**src/rtl/spike_window_monitor.sv**
```systemverilog
// Rate-coded winner per window: counts SNN output spikes per time step, classifies each window, queues results.
// Latency: a window result is visible at the FIFO head one cycle after the closing step edge.
// Backpressure: none upstream; a result arriving at a full FIFO with no pop is dropped and flagged in the sticky overflow.
//
// Ports:
//   system_clock  : sole clock, rising edge
//   reset         : asynchronous active-high, clears all state
//   enable        : 0 ignores step pulses, counts and step index hold
//   step_tick     : time-step strobe (system_clock domain), rising edge = one step
//   output_spikes : [1:0] neuron spikes, sampled on step cycles
//   window_len    : steps per window, 0 means 256, read live
//   rd_en         : pops the FIFO head when result_valid is high
//   result_data   : FIFO head {class, count1, count0}, 0 when empty
//   result_valid  : FIFO non-empty
//   fifo_count    : FIFO occupancy
//   overflow      : sticky, a window result was dropped
//   step_index    : steps completed in the current window
module spike_window_monitor #(
    parameter int FIFO_DEPTH = 4,   // power of two, at least 2
    parameter int CNT_W      = 8
) (
    input  logic                                 system_clock,
    input  logic                                 reset,
    input  logic                                 enable,
    input  logic                                 step_tick,
    input  logic [1:0]                           output_spikes,
    input  logic [7:0]                           window_len,
    input  logic                                 rd_en,
    output logic [2*CNT_W+1:0]                   result_data,
    output logic                                 result_valid,
    output logic [$clog2(FIFO_DEPTH+1)-1:0]      fifo_count,
    output logic                                 overflow,
    output logic [7:0]                           step_index
);

    localparam int PTR_W = $clog2(FIFO_DEPTH);
    localparam int FCW   = $clog2(FIFO_DEPTH+1);
    localparam int RES_W = 2*CNT_W + 2;
    localparam logic [CNT_W-1:0] CNT_MAX = {CNT_W{1'b1}};

    // window / counting state
    logic               r_tick_d;
    logic [CNT_W-1:0]   r_cnt0;
    logic [CNT_W-1:0]   r_cnt1;
    logic [7:0]         r_step_index;

    // result FIFO state
    logic [RES_W-1:0]   r_mem [FIFO_DEPTH];
    logic [PTR_W-1:0]   r_wr_ptr;
    logic [PTR_W-1:0]   r_rd_ptr;
    logic [FCW-1:0]     r_count;
    logic               r_overflow;

    logic               w_step;
    logic [CNT_W-1:0]   w_cnt0_nxt;
    logic [CNT_W-1:0]   w_cnt1_nxt;
    logic [8:0]         w_win_len;
    logic [8:0]         w_idx_plus1;
    logic               w_win_end;
    logic [1:0]         w_class;
    logic [RES_W-1:0]   w_result;
    logic               w_empty;
    logic               w_full;
    logic               w_pop;
    logic               w_wr;

    // tick_d tracks step_tick even while disabled, so a tick held high
    // across enable rising does not produce a late step.
    assign w_step = step_tick & ~r_tick_d & enable;

    // Saturating increments; these are also the final counts used for
    // classification when this step closes the window.
    assign w_cnt0_nxt = (output_spikes[0] && (r_cnt0 != CNT_MAX)) ? r_cnt0 + CNT_W'(1) : r_cnt0;
    assign w_cnt1_nxt = (output_spikes[1] && (r_cnt1 != CNT_MAX)) ? r_cnt1 + CNT_W'(1) : r_cnt1;

    // 9-bit compare so a window length of 0 can stand for 256.
    assign w_win_len   = (window_len == 8'd0) ? 9'd256 : {1'b0, window_len};
    assign w_idx_plus1 = {1'b0, r_step_index} + 9'd1;
    assign w_win_end   = w_step && (w_idx_plus1 >= w_win_len);

    always_comb begin
        w_class = 2'b00;
        if ((w_cnt0_nxt == '0) && (w_cnt1_nxt == '0)) begin
            w_class = 2'b00;
        end else if (w_cnt0_nxt > w_cnt1_nxt) begin
            w_class = 2'b01;
        end else if (w_cnt1_nxt > w_cnt0_nxt) begin
            w_class = 2'b10;
        end else begin
            w_class = 2'b11;
        end
    end

    assign w_result = {w_class, w_cnt1_nxt, w_cnt0_nxt};

    assign w_empty = (r_count == '0);
    assign w_full  = (r_count == FCW'(FIFO_DEPTH));
    assign w_pop   = rd_en & ~w_empty;
    // When full, a simultaneous pop frees the slot the write lands in
    // (wr_ptr == rd_ptr), so both proceed.
    assign w_wr    = w_win_end & (~w_full | w_pop);

    always_ff @(posedge system_clock or posedge reset) begin
        if (reset) begin
            r_tick_d     <= 1'b0;
            r_cnt0       <= '0;
            r_cnt1       <= '0;
            r_step_index <= '0;
        end else begin
            r_tick_d <= step_tick;
            if (w_win_end) begin
                r_cnt0       <= '0;
                r_cnt1       <= '0;
                r_step_index <= '0;
            end else if (w_step) begin
                r_cnt0       <= w_cnt0_nxt;
                r_cnt1       <= w_cnt1_nxt;
                r_step_index <= r_step_index + 8'd1;
            end
        end
    end

    always_ff @(posedge system_clock or posedge reset) begin
        if (reset) begin
            r_wr_ptr   <= '0;
            r_rd_ptr   <= '0;
            r_count    <= '0;
            r_overflow <= 1'b0;
        end else begin
            if (w_wr) begin
                r_wr_ptr <= r_wr_ptr + PTR_W'(1);
            end
            if (w_pop) begin
                r_rd_ptr <= r_rd_ptr + PTR_W'(1);
            end
            case ({w_wr, w_pop})
                2'b10:   r_count <= r_count + FCW'(1);
                2'b01:   r_count <= r_count - FCW'(1);
                default: r_count <= r_count;
            endcase
            if (w_win_end && w_full && !w_pop) begin
                r_overflow <= 1'b1;
            end
        end
    end

    // Storage needs no reset: nothing is presented while the count is 0.
    always_ff @(posedge system_clock) begin
        if (w_wr) begin
            r_mem[r_wr_ptr] <= w_result;
        end
    end

    assign result_valid = ~w_empty;
    assign result_data  = w_empty ? '0 : r_mem[r_rd_ptr];
    assign fifo_count   = r_count;
    assign overflow     = r_overflow;
    assign step_index   = r_step_index;

endmodule

```
**config.mk**
```make
export PLATFORM = sky130hd
export DESIGN_NAME = spike_window_monitor
export DESIGN_NICKNAME = d
export VERILOG_FILES = /design/src/rtl/spike_window_monitor.sv
export SDC_FILE = /design/constraint.sdc
export NUM_CORES = 1
export LEC_CHECK = 0
export BUFFER_PORTS_ARGS = -buffer_cell sky130_fd_sc_hd__buf_2
export CAP_MARGIN = 0
export CORE_MARGIN = 1.5
export CORE_UTILIZATION = 25
export CTS_CLUSTER_DIAMETER = 50
export DETAILED_ROUTE_END_ITERATION = 10
export SLEW_MARGIN = 30
export SYNTH_ARGS = -nofsm -noshare
export SYNTH_HDL_FRONTEND = slang
export SYNTH_SLANG_ARGS = --single-unit
```
**constraint.sdc**
```tcl
create_clock -name system_clock -period 5.18 [get_ports system_clock]
set_clock_uncertainty 0.15 [all_clocks]
set_input_delay 1.036 -clock system_clock [delete_from_list [all_inputs] [get_ports system_clock]]
set_output_delay 1.036 -clock system_clock [all_outputs]
set_load 0.03 [all_outputs]
```
# Word-level counts from Yosys, hierarchy flattened
# Memory sizes are Yosys's and may differ from the RTL's.
# Index checks and enable logic that the tools add are counted.
dict set report word_totals {
  regBits 33
  ramBits 72
  input_bits 15
  output_inout_bits 31
  elab_cells 62
  memories 1
}
# name words word_bits rd rd_ports_with_merged_regs wr line_no
set memory_table {}
lappend memory_table {r_mem 4 18 1 0 1 48} ;# logic [RES_W-1:0] r_mem [FIFO_DEPTH];
dict set report classes {
  n_addsub 8
  magnitude_cmp 3
  n_eq_ne 5
  muxes 16
  n_bitwise 8
  reduce_logical 13
}
# op n
set op_table {}
lappend op_table {{two-way mux 8 bit} 8}
lappend op_table {{adder 8 x 1 -> 8 bit (second input constant)} 3}
lappend op_table {{zero test 8 bit} 3}
lappend op_table {{two-way mux 18 bit} 1}
lappend op_table {{greater-than comparator 8 bit} 2}
lappend op_table {{!= test 8 bit (second input constant)} 2}
lappend op_table {{adder 8 x 1 -> 9 bit (second input constant)} 1}
lappend op_table {{greater-or-equal comparator 9 bit} 1}
lappend op_table {{two-way mux 9 bit} 1}
lappend op_table {{logical AND 1 bit} 6}
lappend op_table {{case mux 3 bit (2 select lines)} 1}
lappend op_table {{adder 2 x 1 -> 2 bit (second input constant)} 2}
lappend op_table {{AND 1 bit} 4}
lappend op_table {{two-way mux 2 bit} 2}
lappend op_table {{nonzero test 2 bit} 2}
lappend op_table {{adder 3 x 1 -> 3 bit (second input constant)} 1}
lappend op_table {{== test 3 bit (second input constant)} 1}
lappend op_table {{zero test 3 bit} 1}
lappend op_table {{two-way mux 1 bit} 3}
lappend op_table {{inverter 1 bit} 3}
lappend op_table {{subtractor 3 x 1 -> 3 bit (second input constant)} 1}
lappend op_table {{== test 2 x 1 -> 1 bit (second input constant)} 1}
lappend op_table {{== test 2 bit (second input constant)} 1}
lappend op_table {{zero test 1 bit} 1}
lappend op_table {{OR 1 bit} 1}

# Logic depth before layout (Yosys ltp)
# Gate-level depths: netlist of the first run.
dict set report depth {
  word_depth 7
  ltp_mapped 15
  mapped_depth_nobuf 15
}

# Least setup slack after synthesis of the first run
# No wires, ideal clock.
dict set report synth_path {
  path_kind {input port to flip-flop}
  from {in window_len[0]}
  to {mem r_mem[0][0] (netlist bit) (enable)}
  setup_ps 376
  arrival_time_ps 3032
  required_ps 4654
  slack_ps 1622
  stages 9
  path_cell_list {nor4_1 -> nand2_1 -> ha_1 -> nand4_1 -> nor2_1 -> a21o_1 -> o21ai_0 -> nor2_1 -> and2_1}
}
dict set report synth_via {
  elab_chain_cells 7
}
# item line_no
set synth_rtl {}
lappend synth_rtl {{start, declared} 27} ;# input logic [7:0] window_len,
lappend synth_rtl {{zero test 8 bit} 77} ;# assign w_win_len = (window_len == 8'd0) ? 9'd256 : {1'b0, window_len};
lappend synth_rtl {{two-way mux 9 bit *} 77}
lappend synth_rtl {{greater-or-equal comparator 9 bit *} 79} ;# assign w_win_end = w_step && (w_idx_plus1 >= w_win_len);
lappend synth_rtl {{logical AND 1 bit *} 79}
lappend synth_rtl {{AND 1 bit *} 101} ;# assign w_wr = w_win_end & (~w_full | w_pop);
lappend synth_rtl {{two-way mux 1 bit *} 149} ;# if (w_wr) begin
lappend synth_rtl {{two-way mux 1 bit (not written as such) *} 150} ;# r_mem[r_wr_ptr] <= w_result;
lappend synth_rtl {{end, declared} 48}
# Every way passes the cells marked *; elsewhere a longest branch is shown, timed or not.

# Final worst setup path of the first run
dict set report layout_path {
  from {in window_len[0]}
  to {reg r_count[2], in the netlist fifo_count[2]}
}
dict set report layout_via {
  elab_chain_cells 7
  elab_cells_between_ends 9
}
# item line_no
set layout_rtl {}
lappend layout_rtl {{zero test 8 bit} 77}
lappend layout_rtl {{two-way mux 9 bit *} 77}
lappend layout_rtl {{greater-or-equal comparator 9 bit *} 79}
lappend layout_rtl {{logical AND 1 bit *} 79}
lappend layout_rtl {{AND 1 bit *} 101}
lappend layout_rtl {{== test 2 x 1 -> 1 bit / == test 2 bit (equally long branches)} 136} ;# case ({w_wr, w_pop})
lappend layout_rtl {{case mux 3 bit (2 select lines) / nonzero test 2 bit (equally long branches)} --}
lappend layout_rtl {{end signal, assigned} 137} ;# 2'b10: r_count <= r_count + FCW'(1);
lappend layout_rtl {{end signal, assigned} 138} ;# 2'b01: r_count <= r_count - FCW'(1);
lappend layout_rtl {{end signal, assigned} 139} ;# default: r_count <= r_count;
lappend layout_rtl {{end, declared} 51} ;# logic [FCW-1:0] r_count;
# Marked as above.
# A chain may end at the register's enable or synchronous reset.

==> summary by stage, run 1 <==
Setup path
Along the worst path, the maximum fanout reaches 7. The classification of the worst setup path is in -> reg. Tracing the worst setup path back leads to its startpoint at window_len[0]. For the worst setup path, the data required time is 5.25 ns. The launch point of the worst reg-to-reg path is step_index[0]. The type of element launching the critical path is an input port. The data arrival time at the worst-slack endpoint is 3.79 ns.

The worst setup path is captured at a flop. On the worst path, the slowest cell contributes a delay of ~0.4 ns. Walking the worst path, the cells encountered are buf_2 -> nor4_1 -> nand2_1 -> ha_1 -> nand4_1 -> nor2_1 -> a21oi_2 -> a21oi_4 -> nor2_1 -> fa_1 -> o21ai_0 -> a211oi_1 -> a311oi_1 -> o21ai_0. The slowest stage of the critical path is the sky130_fd_sc_hd__fa_1 cell.

Route
The number of DRC markers after the initial detailed-route iteration is roughly 220. The first detailed-routing pass ran for 5 iterations. The routed metal-1 wirelength is ~5600 um.

In this run the top signal layer used is met4. The detail-routed net length per standard cell is between 15 and 20 um. The amount of wire on met3 after detailed routing is ~450 um. The final antenna-violating net count is 0. After detailed routing, the number of remaining DRC violations is 0. In the routed layout, each cell is associated on average with a via count of 4.72. Summed over all nets, wire length on met2 after detailed routing comes to between 5000 and 6000 um. Summed over all layers, the routed wires come to 11,900 um.

For this block, the via count after detailed routing is 3,613.

Global route
The initial antenna violation count is 0. The global routing usage summed across all routing layers is 0.110. Global routing finished with a remaining overflow of 0.

The largest net degree at the start of global routing is 34. The via count of the first global-routing pass was about 3,600. The wire length of the first global-routing pass is about 19,000 um.

Floorplanning
During I/O placement, the number of pins put on the boundary was 46. The floorplan has 53 rows. The initial core utilization is 0.257.

The die is 151 um tall. The full die area is roughly 23,000 sq um. The floorplan die width is about 150 um. The area inside the core boundary is 21,200 sq um.

Synthesis
The number of flops mapped to enable cells by yosys is between 70 and 80. The most used flip-flop cell after synthesis is sky130_fd_sc_hd__edfxtp_1. The number of register bits inferred by synthesis is 105. The share of the yosys chip area belonging to registers is 0.547. The area of the mapped netlist is between 5000 and 6000 sq um. Yosys printed 0 warnings. The average footprint of a synthesized cell is 12.3 sq um. After synthesis, the most frequently instantiated cells are sky130_fd_sc_hd__edfxtp_1 (72), sky130_fd_sc_hd__nand2_1 (43), sky130_fd_sc_hd__dfrtp_1 (33).

The cell with the most instances after synthesis is sky130_fd_sc_hd__edfxtp_1. The cell count after synthesis came out at approximately 450. The number of distinct standard cells referenced by the synthesized netlist is 55. Synthesis produced a netlist with a net count of a little under 500.

The fraction of synthesis flops using an asynchronous set or reset pin is 0.314. In the post-synthesis netlist, the biggest area contributors are sky130_fd_sc_hd__edfxtp_1 (40%), sky130_fd_sc_hd__dfrtp_1 (15%), sky130_fd_sc_hd__mux4_2 (7.4%), sky130_fd_sc_hd__ha_1 (5.5%), sky130_fd_sc_hd__nand2_1 (3.0%). The largest total area in the synthesized netlist belongs to sky130_fd_sc_hd__edfxtp_1. The share of synthesized area in the top cell type comes to 0.396.

Clocking
The clock tree buffer depth is 2. The clock transition time at the flip-flop clock pins of the worst setup and hold paths is 0.07 ns. The clock latency at the later pin of the worst-skew pair is 0.35 ns.

The CTS tree is done. The depth of the CTS H-tree is 3. The CTS buffer count is 9.

The post-CTS setup buffer count is 0. Clock tree synthesis selected as its root buffer the cell sky130_fd_sc_hd__clkbuf_16. The count of hold buffers inserted by post-cts repair is 0. The post-cts resize count is 0. The CTS sink count is around 110.

STA
The relative slew slack is 0.421. Counting I/O delays and the setup requirement, the final critical path takes about 3.7 ns. Setup repair after global routing left no endpoint under its margin. The achievable frequency is around 0.27 GHz. The number of failing hold endpoints at the final stage is 0. The transition time at the pin with the least slew margin is slightly below 0.9 ns. The period utilization is 0.718. The final total negative setup slack is 0 ns. The number of failing setup endpoints in the final timing report is 0. Final hold analysis gives a worst-case slack of between 0.3 and 0.4 ns. The count of pins over their slew limit was 0.

Placed design
The number of I/O port buffers is 45. Once placement completed, the tool counted placed cells totaling 750. The HPWL after detailed placement is between 8000 and 9000 um. The global placement routability congestion is about 0.88.

In this run the cell area measured after placement is approximately 6000 sq um.

Hold path
The worst hold path begins at overflow. The class of the tightest hold or removal check is reg -> reg.

Power
Dividing total power by cell area gives a power density of 470 nW/um^2. Across the VDD grid, the largest voltage drop is 178 uV. The static leakage power is 0.00248 uW.

Cells and area
The count of antenna diodes in the layout is 0. The total number of nets in the final design is ~530. The post-route standard cell area excluding fillers is 6260 sq um.

From synthesis to final layout, the design area changed by 14.6%. The ratio of cells with drive above 1 in the final layout is 0.220. The number of fill cells is 2,162. The non-filler instance count after layout is between 700 and 800. Once layout is complete, the utilization of the core stands at 0.295.

Job
The tool flagged a number of max-cap violations equal to 0.

Status
The flow ran to the end, and the final reports show no timing, DRC or antenna violations.
[worst max-delay path, delay by kind of cell]
kind | cells | cell delay, ns
buf+inv | 1 | 0.11
simple gates | 5 | 0.86
compound gates | 6 | 1.04
fa+ha+maj | 2 | 0.74
[cell type report]
type,count,area [sq um],share of cell area
Tap cell,275,344,0.0550
Multi-Input combinational cell,293,2280,0.364
Timing Repair Buffer,52,278,0.0444
Clock inverter,6,52.6,0.00840
Clock buffer,9,225,0.0360
Sequential cell,105,2990,0.478
Inverter,25,93.8,0.0150
[worst paths after layout]
| check | slack, ns | cells after the start | endpoint |
|---|---|---|---|
| min in group asynchronous | 0.64 | 3 | r_wr_ptr[0] |
| max reg2reg | 1.49 | 15 | fifo_count[2] |
| min reg2reg | 0.31 | 1 | overflow |
| max in group asynchronous | 3.93 | 3 | r_cnt0[7] |
| max | 1.46 | 14 | fifo_count[2] |
| min | 0.31 | 1 | overflow |
[metal layers]
metal  vias up  track usage
li1       1730            -
met1      1790        0.142
met2        83        0.188
met3        10       0.0235
met4         0       0.0272
met5         -            0
[stage by stage]
stage	total power, uW	worst slack, ns
6_report	2940	1.46
2_1_floorplan	2010	1.62
3_3_place_gp	2300	1.31
4_1_cts	2980	1.45
5_1_grt	3120	1.13
3_5_place_dp	2340	1.09
[power breakdown]
| group | switching (uW) | internal [uW] |
|---|---|---|
| clock network | 307 | 331 |
| logic | 705 | 453 |
| registers | 127 | 1010 |
[registers in the layout (all words and copies together), names as in the netlist]
register and cells:
r_tick_d 1, r_cnt0 8, overflow 1, r_rd_ptr 2, fifo_count 3, r_mem 72, step_index 8, r_cnt1 8
r_wr_ptr 2
[cell usage in the layout, fill, tap and decap left out, types with 3 or more instances in the layout]
cell type | Yosys | layout
sky130_fd_sc_hd__a21o_1 | 7 | 7
sky130_fd_sc_hd__a21oi_1 | 16 | 16
sky130_fd_sc_hd__a22o_1 | 5 | 5
sky130_fd_sc_hd__a31o_2 | 4 | 4
sky130_fd_sc_hd__and2_1 | 22 | 22
sky130_fd_sc_hd__and3_1 | 11 | 11
sky130_fd_sc_hd__buf_2 | 6 | 45
sky130_fd_sc_hd__buf_4 | 3 | 7
sky130_fd_sc_hd__clkbuf_16 | 0 | 9
sky130_fd_sc_hd__dfrtp_1 | 33 | 33
sky130_fd_sc_hd__edfxtp_1 | 72 | 72
sky130_fd_sc_hd__ha_1 | 24 | 24
sky130_fd_sc_hd__inv_1 | 25 | 25
sky130_fd_sc_hd__mux2_2 | 3 | 3
sky130_fd_sc_hd__mux2i_1 | 4 | 4
sky130_fd_sc_hd__mux4_2 | 18 | 18
sky130_fd_sc_hd__nand2_1 | 43 | 43
sky130_fd_sc_hd__nand2b_1 | 3 | 3
sky130_fd_sc_hd__nand3_1 | 14 | 14
sky130_fd_sc_hd__nand4_1 | 7 | 7
sky130_fd_sc_hd__nor2_1 | 20 | 20
sky130_fd_sc_hd__nor2b_1 | 3 | 3
sky130_fd_sc_hd__nor3_1 | 6 | 6
sky130_fd_sc_hd__o21a_1 | 4 | 4
sky130_fd_sc_hd__o21ai_0 | 18 | 18
sky130_fd_sc_hd__o21ai_2 | 4 | 4
sky130_fd_sc_hd__o31ai_1 | 9 | 9
sky130_fd_sc_hd__xnor2_1 | 13 | 13
sky130_fd_sc_hd__xor2_1 | 4 | 4
[kinds of logic (layout without fill, tap and decap cells)]
group / Yosys count / in the layout / share of synthesized area
and+or+nand+nor: 142 / 142 / 0.135
AOI/OAI and AO/OA: 84 / 84 / 0.108
buffers and inverters: 47 / 92 / 0.0362
DFF: 105 / 105 / 0.547
muxes: 25 / 25 / 0.0877
adders and majority gates: 25 / 25 / 0.0586
xor gates and xnor gates: 17 / 17 / 0.0273
Power figures use the tool's default switching activity.
==> run 2, diff against run 1 <==
- clock period: 5.18 -> 3.4 ns (I/O delays scaled with it)
==> run 2 against run 1 <==
  * Setup slack got worse by 1.3 ns
  * Sequential share of layout area fell by 1.9 points
  * Die area did not move
  * Clock power rose by 65%
  * Register-to-register slack worse by 1.3 ns
  * Critical endpoint is now r_mem[1][16]
  * Global-route usage increased by 0.40 points
  * Cell area increased by 4.2%
  * Power up 57%
  * Sequential power grew 49%
  * Worst hold slack worse by 0.019 ns
  * Cell count is 2.6% higher
==> summary by stage, run 2 (synthesis results as in run 1) <==
Cells and area
In the final layout, the share of cells above drive strength 1 is 0.278. The count of antenna diodes in the layout is 0. The number of flip-flops in the largest register is between 70 and 80. The total number of nets in the final design is approximately 550. In the layout the commonest cells are sky130_fd_sc_hd__edfxtp_1 (72), sky130_fd_sc_hd__buf_2 (45), sky130_fd_sc_hd__nand2_1 (43).

The library cell used most frequently in the layout, excluding fill and tap cells, is sky130_fd_sc_hd__edfxtp_1. The register with the most flip-flops in the final layout is r_mem. The relative area change from synthesis to final layout is 19.3%.

Route
The final antenna-violating net count is 0. In the routed design, unresolved DRC markers number 0. For this block, the initial DRC count from the detailed router was 230. The first-pass iteration count of the detailed router is 5. The detail-routed net length per standard cell is ~15 um. After detailed routing, the number of vias per cell comes to approximately 4.7.

The routed design has around 12,000 um of wire. Summing over every cut layer, the via total after detailed routing is roughly 3,700.

Floorplanning
In this run the standard cell core region covers 21,200 sq um. In this run the core area contains 53 standard-cell rows. The initial core utilization is 0.257.

The full die area is between 20,000 and 25,000 sq um. The die is 151 um tall. The number of ports placed on the die boundary is 46.

Measured along the x axis, the die boundary spans between 150 and 200 um.

Power
The share of total power dissipated in sequential elements is 0.369. The share of total power dissipated in combinational logic is 0.404. The internal power component is approximately 2800 uW. Of the total power, the clock network draws 0.227. The static leakage power is roughly 0.0026 uW. VDD sags by at most ~270 uV. The fraction of power spent switching nets is 0.388. Dividing total power by cell area gives a power density of between 700 and 800 nW/um^2. Summed over all nets, the switching power comes to approximately 1800 uW.

Setup path
The classification of the worst setup path is reg -> reg. At the worst endpoint, the required time is roughly 3.4 ns. The critical path goes through ha_1 -> nand3_1 -> o21ai_2 -> a21o_1 -> inv_1 -> ha_1 -> nor2b_1 -> o21ai_0 -> nand2b_1 -> a21oi_1 -> o21a_1 -> o21a_1.

The type of element launching the critical path is a flop. The number of buffers and inverters on the critical path is 1. The kind of cell with the highest combined delay on the critical path is compound AO/OA/AOI/OAI gates. The delay contributed by the slowest stage of the critical path is roughly 0.50 ns. For this design, the slowest cell found on the critical path is sky130_fd_sc_hd__dfrtp_1. The maximum fanout along the worst path is 8.

The data arrival time at the worst-slack endpoint is 3.25 ns. The worst setup path is captured at a flop.

Clocking
The clock reaches the later pin of the worst-skew pair after approximately 0.35 ns. TritonCTS built the clock tree. The clock tree buffer depth is 2. The tree is rooted in a sky130_fd_sc_hd__clkbuf_16. After clock tree synthesis, the clock-pin slew on the worst setup and hold paths is roughly 0.080 ns. CTS built an H-tree with a depth of 3. For this design, the CTS-stage hold fixing added 0 buffers. Buffers inserted during clock tree synthesis total 9. The CTS sink count is between 100 and 150.

STA
Based on the critical path, the design can be clocked at up to 0.311 GHz. For the finished layout, the period the worst path requires is approximately 3.2 ns. The number of failing setup endpoints in the final timing report is 0. The number of failing hold endpoints at the final stage came to 0. In the finished design, the share of the clock period the worst path needs comes to 0.945.

The count of pins over their slew limit is 0. Across all setup checks in the final design, the least slack found is between 0.15 and 0.2 ns. Headroom to the max-slew limit came out at 0.441. The worst hold slack is between 0.2 and 0.3 ns. The transition time at the pin with the least slew margin is around 0.84 ns.

Placed design
The global placement routability congestion is approximately 0.87. Buffers placed on the I/O ports in this run total between 40 and 50. The wire-length estimate of the detail-placed layout is around 8600 um. The pre-CTS setup slack is -0.0376 ns.

Job
Across the run, the number of max-cap violations was 0.

Hold path
The class of the tightest hold or removal check is in -> reg.

Global route
Entering global routing, the biggest net connects 29 pins. The first global-routing pass estimated 20,000 um of wire. Summed over all layers, the global routing overflow is 0. The initial antenna violation count came to 0.

The via count of the first global-routing pass was 3,688. For this run, the total global-route usage over all layers was measured as 0.114.

Status
The flow ran to the end, and the final reports show no timing, DRC or antenna violations.
## run 2: changes by cell type in the layout (fill, tap and decap cells not counted), moves of 3 or more
cell | before | now
sky130_fd_sc_hd__nor2_2 | 1 | 4
sky130_fd_sc_hd__nor2_1 | 20 | 16
sky130_fd_sc_hd__and2_1 | 22 | 18
sky130_fd_sc_hd__buf_12 | 0 | 4
sky130_fd_sc_hd__and2_2 | 0 | 4
sky130_fd_sc_hd__buf_4 | 7 | 22
## run 2: cell type report
type                       count  area (sq um)
fill                        2143         14700
timing repair buffer          71           470
clock buffer                   9           225
sequential                   105          2990
inverter                      25          93.8
multi-input combinational    293          2320
tap                          275           344
clock inverter                 7          75.1
## run 2: per-layer routing
layer,vias up,global-route usage,share of wire
li1,1766,-,-
met1,1796,0.157,0.46
met2,99,0.182,0.48
met3,13,0.0262,0.047
met4,0,0.0248,0.0090
met5,-,0,0
## run 2: what timing repair did
| item | 4_1_cts | 5_1_grt |
|---|---|---|
| endpoints found under the setup margin | 0 | 79 |
| gates resized for setup | 0 | 12 |
| buffers inserted | 0 | 2 |
## run 2: path summary, 6_finish.rpt
| path | from | endpoint | slack [ns] | cells past startpoint |
|---|---|---|---|---|
| min in group asynchronous | reset | r_tick_d | 0.33 | 2 |
| max in group asynchronous | reset | r_cnt1[2] | 2.06 | 3 |
| worst max-delay path | r_cnt0[0] | r_mem[1][16] | 0.19 | 12 |
| worst min-delay path | step_tick | r_tick_d | 0.29 | 1 |
| worst max register to register | r_cnt0[0] | r_mem[1][16] | 0.19 | 12 |
| worst min register to register | overflow | overflow | 0.32 | 1 |
## run 2: through the flow
step	total power [uW]	TNS, ns	utilization	std cells	cell area (sq um)
after floorplan	3060	0	-	445	5470
after CTS	4660	0	0.305	783	6460
after global routing	4910	-0.00535	0.307	785	6520
after detailed placement	3590	-0.0376	0.290	767	6160
final	4610	0	0.307	785	6520
after global placement	3550	0	0.290	767	6160
## run 2: power by group through the flow
stage | Combinational (uW) | Sequential, uW | Clock, uW
final | 1860 | 1700 | 1050
after global placement | 1840 | 1710 | 0
after detailed placement | 1870 | 1720 | 0
after global routing | 2060 | 1720 | 1130
after floorplan | 1330 | 1730 | 0
after CTS | 1880 | 1700 | 1080
==> run 3, diff against run 2 <==
- CELL_PAD_IN_SITES_DETAIL_PLACEMENT: not set -> 0
- CELL_PAD_IN_SITES_GLOBAL_PLACEMENT: not set -> 1
- PLACE_DENSITY_LB_ADDON: not set -> 0.1
==> run 3 against run 2 <==
  * Flip-flop and latch count stayed put
  * Highest routed layer unchanged
  * Critical path type unchanged
  * Combinational power is 6% higher
  * Largest power group unchanged
  * Setup slack better by 0.050 ns
  * Largest cell class unchanged
==> summary by stage, run 3 (synthesis results as in run 1) <==
Status
The run finished with clean final reports.

Setup path
In this design, the largest share of critical-path delay is due to adder cells. The worst setup path is of the reg -> reg kind. Traced cell by cell, the critical path runs through ha_1 -> nand3_2 -> nor2_2 -> and3_1 -> ha_1 -> nand4_1 -> nor2_2 -> a21oi_2 -> a21oi_4 -> nor2_1 -> fa_1 -> nand2b_1 -> a311oi_1 -> o21ai_1. The data arrival time at the worst-slack endpoint is 3.24 ns.

The sort of element at the end of the critical path is a flop. The required arrival time at the worst endpoint is about 3.5 ns. The maximum fanout along the worst path is 6. The delay contributed by the slowest stage of the critical path is 0.45 ns. The worst setup path is launched from a flop. The buffering stage count on the worst path with inverters included is 0. The cell type of the slowest stage on the worst timing path is sky130_fd_sc_hd__dfrtp_2.

Floorplanning
In this run the standard cell core region covers around 21,000 sq um. The floorplan step set the die height to around 150 um. The die covers between 20,000 and 25,000 sq um.

The number of rows created at floorplan is 53. The initial core utilization is 0.257. 46 I/O pins were placed. The floorplan step set the die width to about 150 um.

Placed design
The instance count after placement with tap cells included is 784. Timing analysis after detailed placement gives a worst setup slack of -0.0398 ns. The count of buffers added on input and output ports is 45.

The global placement routability congestion is just under 0.8. Once detailed placement completed, the half-perimeter wirelength came to slightly below 10,000 um.

Cells and area
The relative area change from synthesis to final layout is 21.5%. The repair_antennas step left the layout with diodes totalling 0. In the layout the commonest cells are sky130_fd_sc_hd__edfxtp_1 (72), sky130_fd_sc_hd__buf_2 (45), sky130_fd_sc_hd__nand2_1 (43). In the final design database the tool counted about 560 nets.

Once layout is complete, the cells apart from fillers number ~800. The number of flip-flops in the largest register is 72. The most common library cell in the layout ignoring fill and taps is sky130_fd_sc_hd__edfxtp_1. Ranked by flip-flop count, first place goes to r_mem. Of the cells placed in the final design, the portion with a size suffix greater than 1 is 0.298. At the end of the flow the core is filled with cells to 0.313.

Global route
The initial antenna violation count is 0. Across every metal layer, demand over resource in global routing totals 0.125. Summed over all layers, the global routing overflow is 0. The via count of the first global-routing pass is 3,692. The first global-routing pass estimated ~21,000 um of wire. Entering global routing, the biggest net connects 34 pins.

STA
Setup repair after global routing left no endpoint under its margin. The achievable frequency is 0.316 GHz. For the pin with the worst max-slew slack, the measured transition is 0.623 ns.

The count of pins over their slew limit is 0. The worst pin sits at a relative slew slack of 0.582. The period utilization is 0.930. The number of failing hold endpoints at the final stage came to 0. The minimum setup slack in the final design is roughly 0.24 ns.

The worst hold slack is approximately 0.26 ns. For the finished layout, the period the worst path requires is 3.16 ns. Setup violations remaining at the end of the flow were counted as 0.

Power
In this run the power density over the cells is 712 nW/um^2. The maximum ir drop on the vdd rail is 202 uV. The design draws between 4000 and 5000 uW. The static leakage power is 0.00269 uW.

Route
The detailed-route wire length is 13,500 um. The routed layout has 3,654 vias. The post-detailed-route DRC marker count is 0. After detailed routing, the average wire length per cell comes to roughly 17 um. The mean number of vias per cell is 4.56.

The pre-antenna-repair detailed-routing pass consisted of 4 iterations. The first routing iteration left 169 violations. Once detail routing completed, the nets flagged for antenna violations numbered 0.

Clocking
The depth of the CTS H-tree is 3. In this run the clock root is driven by a sky130_fd_sc_hd__clkbuf_16. TritonCTS built the clock tree. The clock latency at the later pin of the worst-skew pair is approximately 0.35 ns. In this run, CTS created clock tree buffers numbering 9. After clock tree synthesis, the clock-pin slew on the worst setup and hold paths is 0.08 ns. The clock tree buffer depth is 2. The CTS sink count is between 100 and 150.

The count of hold buffers inserted by post-cts repair is 0.

Hold path
In this run the worst hold path is classified as in -> async.

Job
Max-cap violations in this run came to 0.
==> run 3: cell count changes in the layout (fill, tap and decap cells not counted), sizes merged <==
cell / change
clkinvlp: -1
clkbuf: +1
buf: +17
inv: -4
clkinv: +3
bufinv: +1
==> run 3: path summary, 6_finish.rpt <==
| check | from | endpoint | slack (ns) | depth (start not counted) |
|---|---|---|---|---|
| min reg2reg | overflow | overflow | 0.30 | 1 |
| max reg2reg | step_index[0] | fifo_count[2] | 0.24 | 14 |
| min in group system_clock | step_tick | r_tick_d | 0.30 | 1 |
| min | reset | step_index[7] | 0.26 | 3 |
| max in group asynchronous | reset | step_index[1] | 2.47 | 3 |
| max | step_index[0] | fifo_count[2] | 0.24 | 14 |
==> run 3: per-stage QoR <==
step           area (sq um)  TNS (ns)
2_1_floorplan          5470         0
3_3_place_gp           6290   -0.0361
3_5_place_dp           6290   -0.0398
4_1_cts                6600         0
5_1_grt                6640         0
6_report               6640         0
==> run 3: area by class of cell <==
type	instances	area [sq um]
fill	2178	14600
sequential	105	2990
tap	275	344
timing repair buffer	88	598
inverter	25	93.8
clock buffer	10	229
multi-input combinational	293	2310
clock inverter	6	75.1
==> run 3: routing by layer <==
layer	track usage	up-vias	wire [um]
met1	0.166	1784	6450
met4	0.0316	0	122
li1	-	1810	-
met3	0.0226	7	375
met5	0	-	0
met2	0.211	53	6550
==> run 3: report_power, final <==
part	internal [uW]	switching (uW)
Clock	584	499
Combinational	780	1190
Sequential	1550	129
==> run 3: worst register-to-register path, stage by stage, from the launching register on <==
cell                       delay, ns
sky130_fd_sc_hd__dfrtp_2        0.45
sky130_fd_sc_hd__ha_1           0.24
sky130_fd_sc_hd__nand3_2        0.12
sky130_fd_sc_hd__nor2_2         0.06
sky130_fd_sc_hd__and3_1         0.18
sky130_fd_sc_hd__ha_1           0.31
sky130_fd_sc_hd__nand4_1        0.15
sky130_fd_sc_hd__nor2_2         0.18
sky130_fd_sc_hd__a21oi_2        0.07
sky130_fd_sc_hd__a21oi_4        0.17
sky130_fd_sc_hd__nor2_1         0.07
sky130_fd_sc_hd__fa_1           0.39
sky130_fd_sc_hd__nand2b_1       0.16
sky130_fd_sc_hd__a311oi_1       0.26
sky130_fd_sc_hd__o21ai_1        0.09
==> run 3: repair_timing <==
action	4_1_cts	5_1_grt
endpoints found under the setup margin	0	75
setup buffers	0	2
resized for setup	0	9
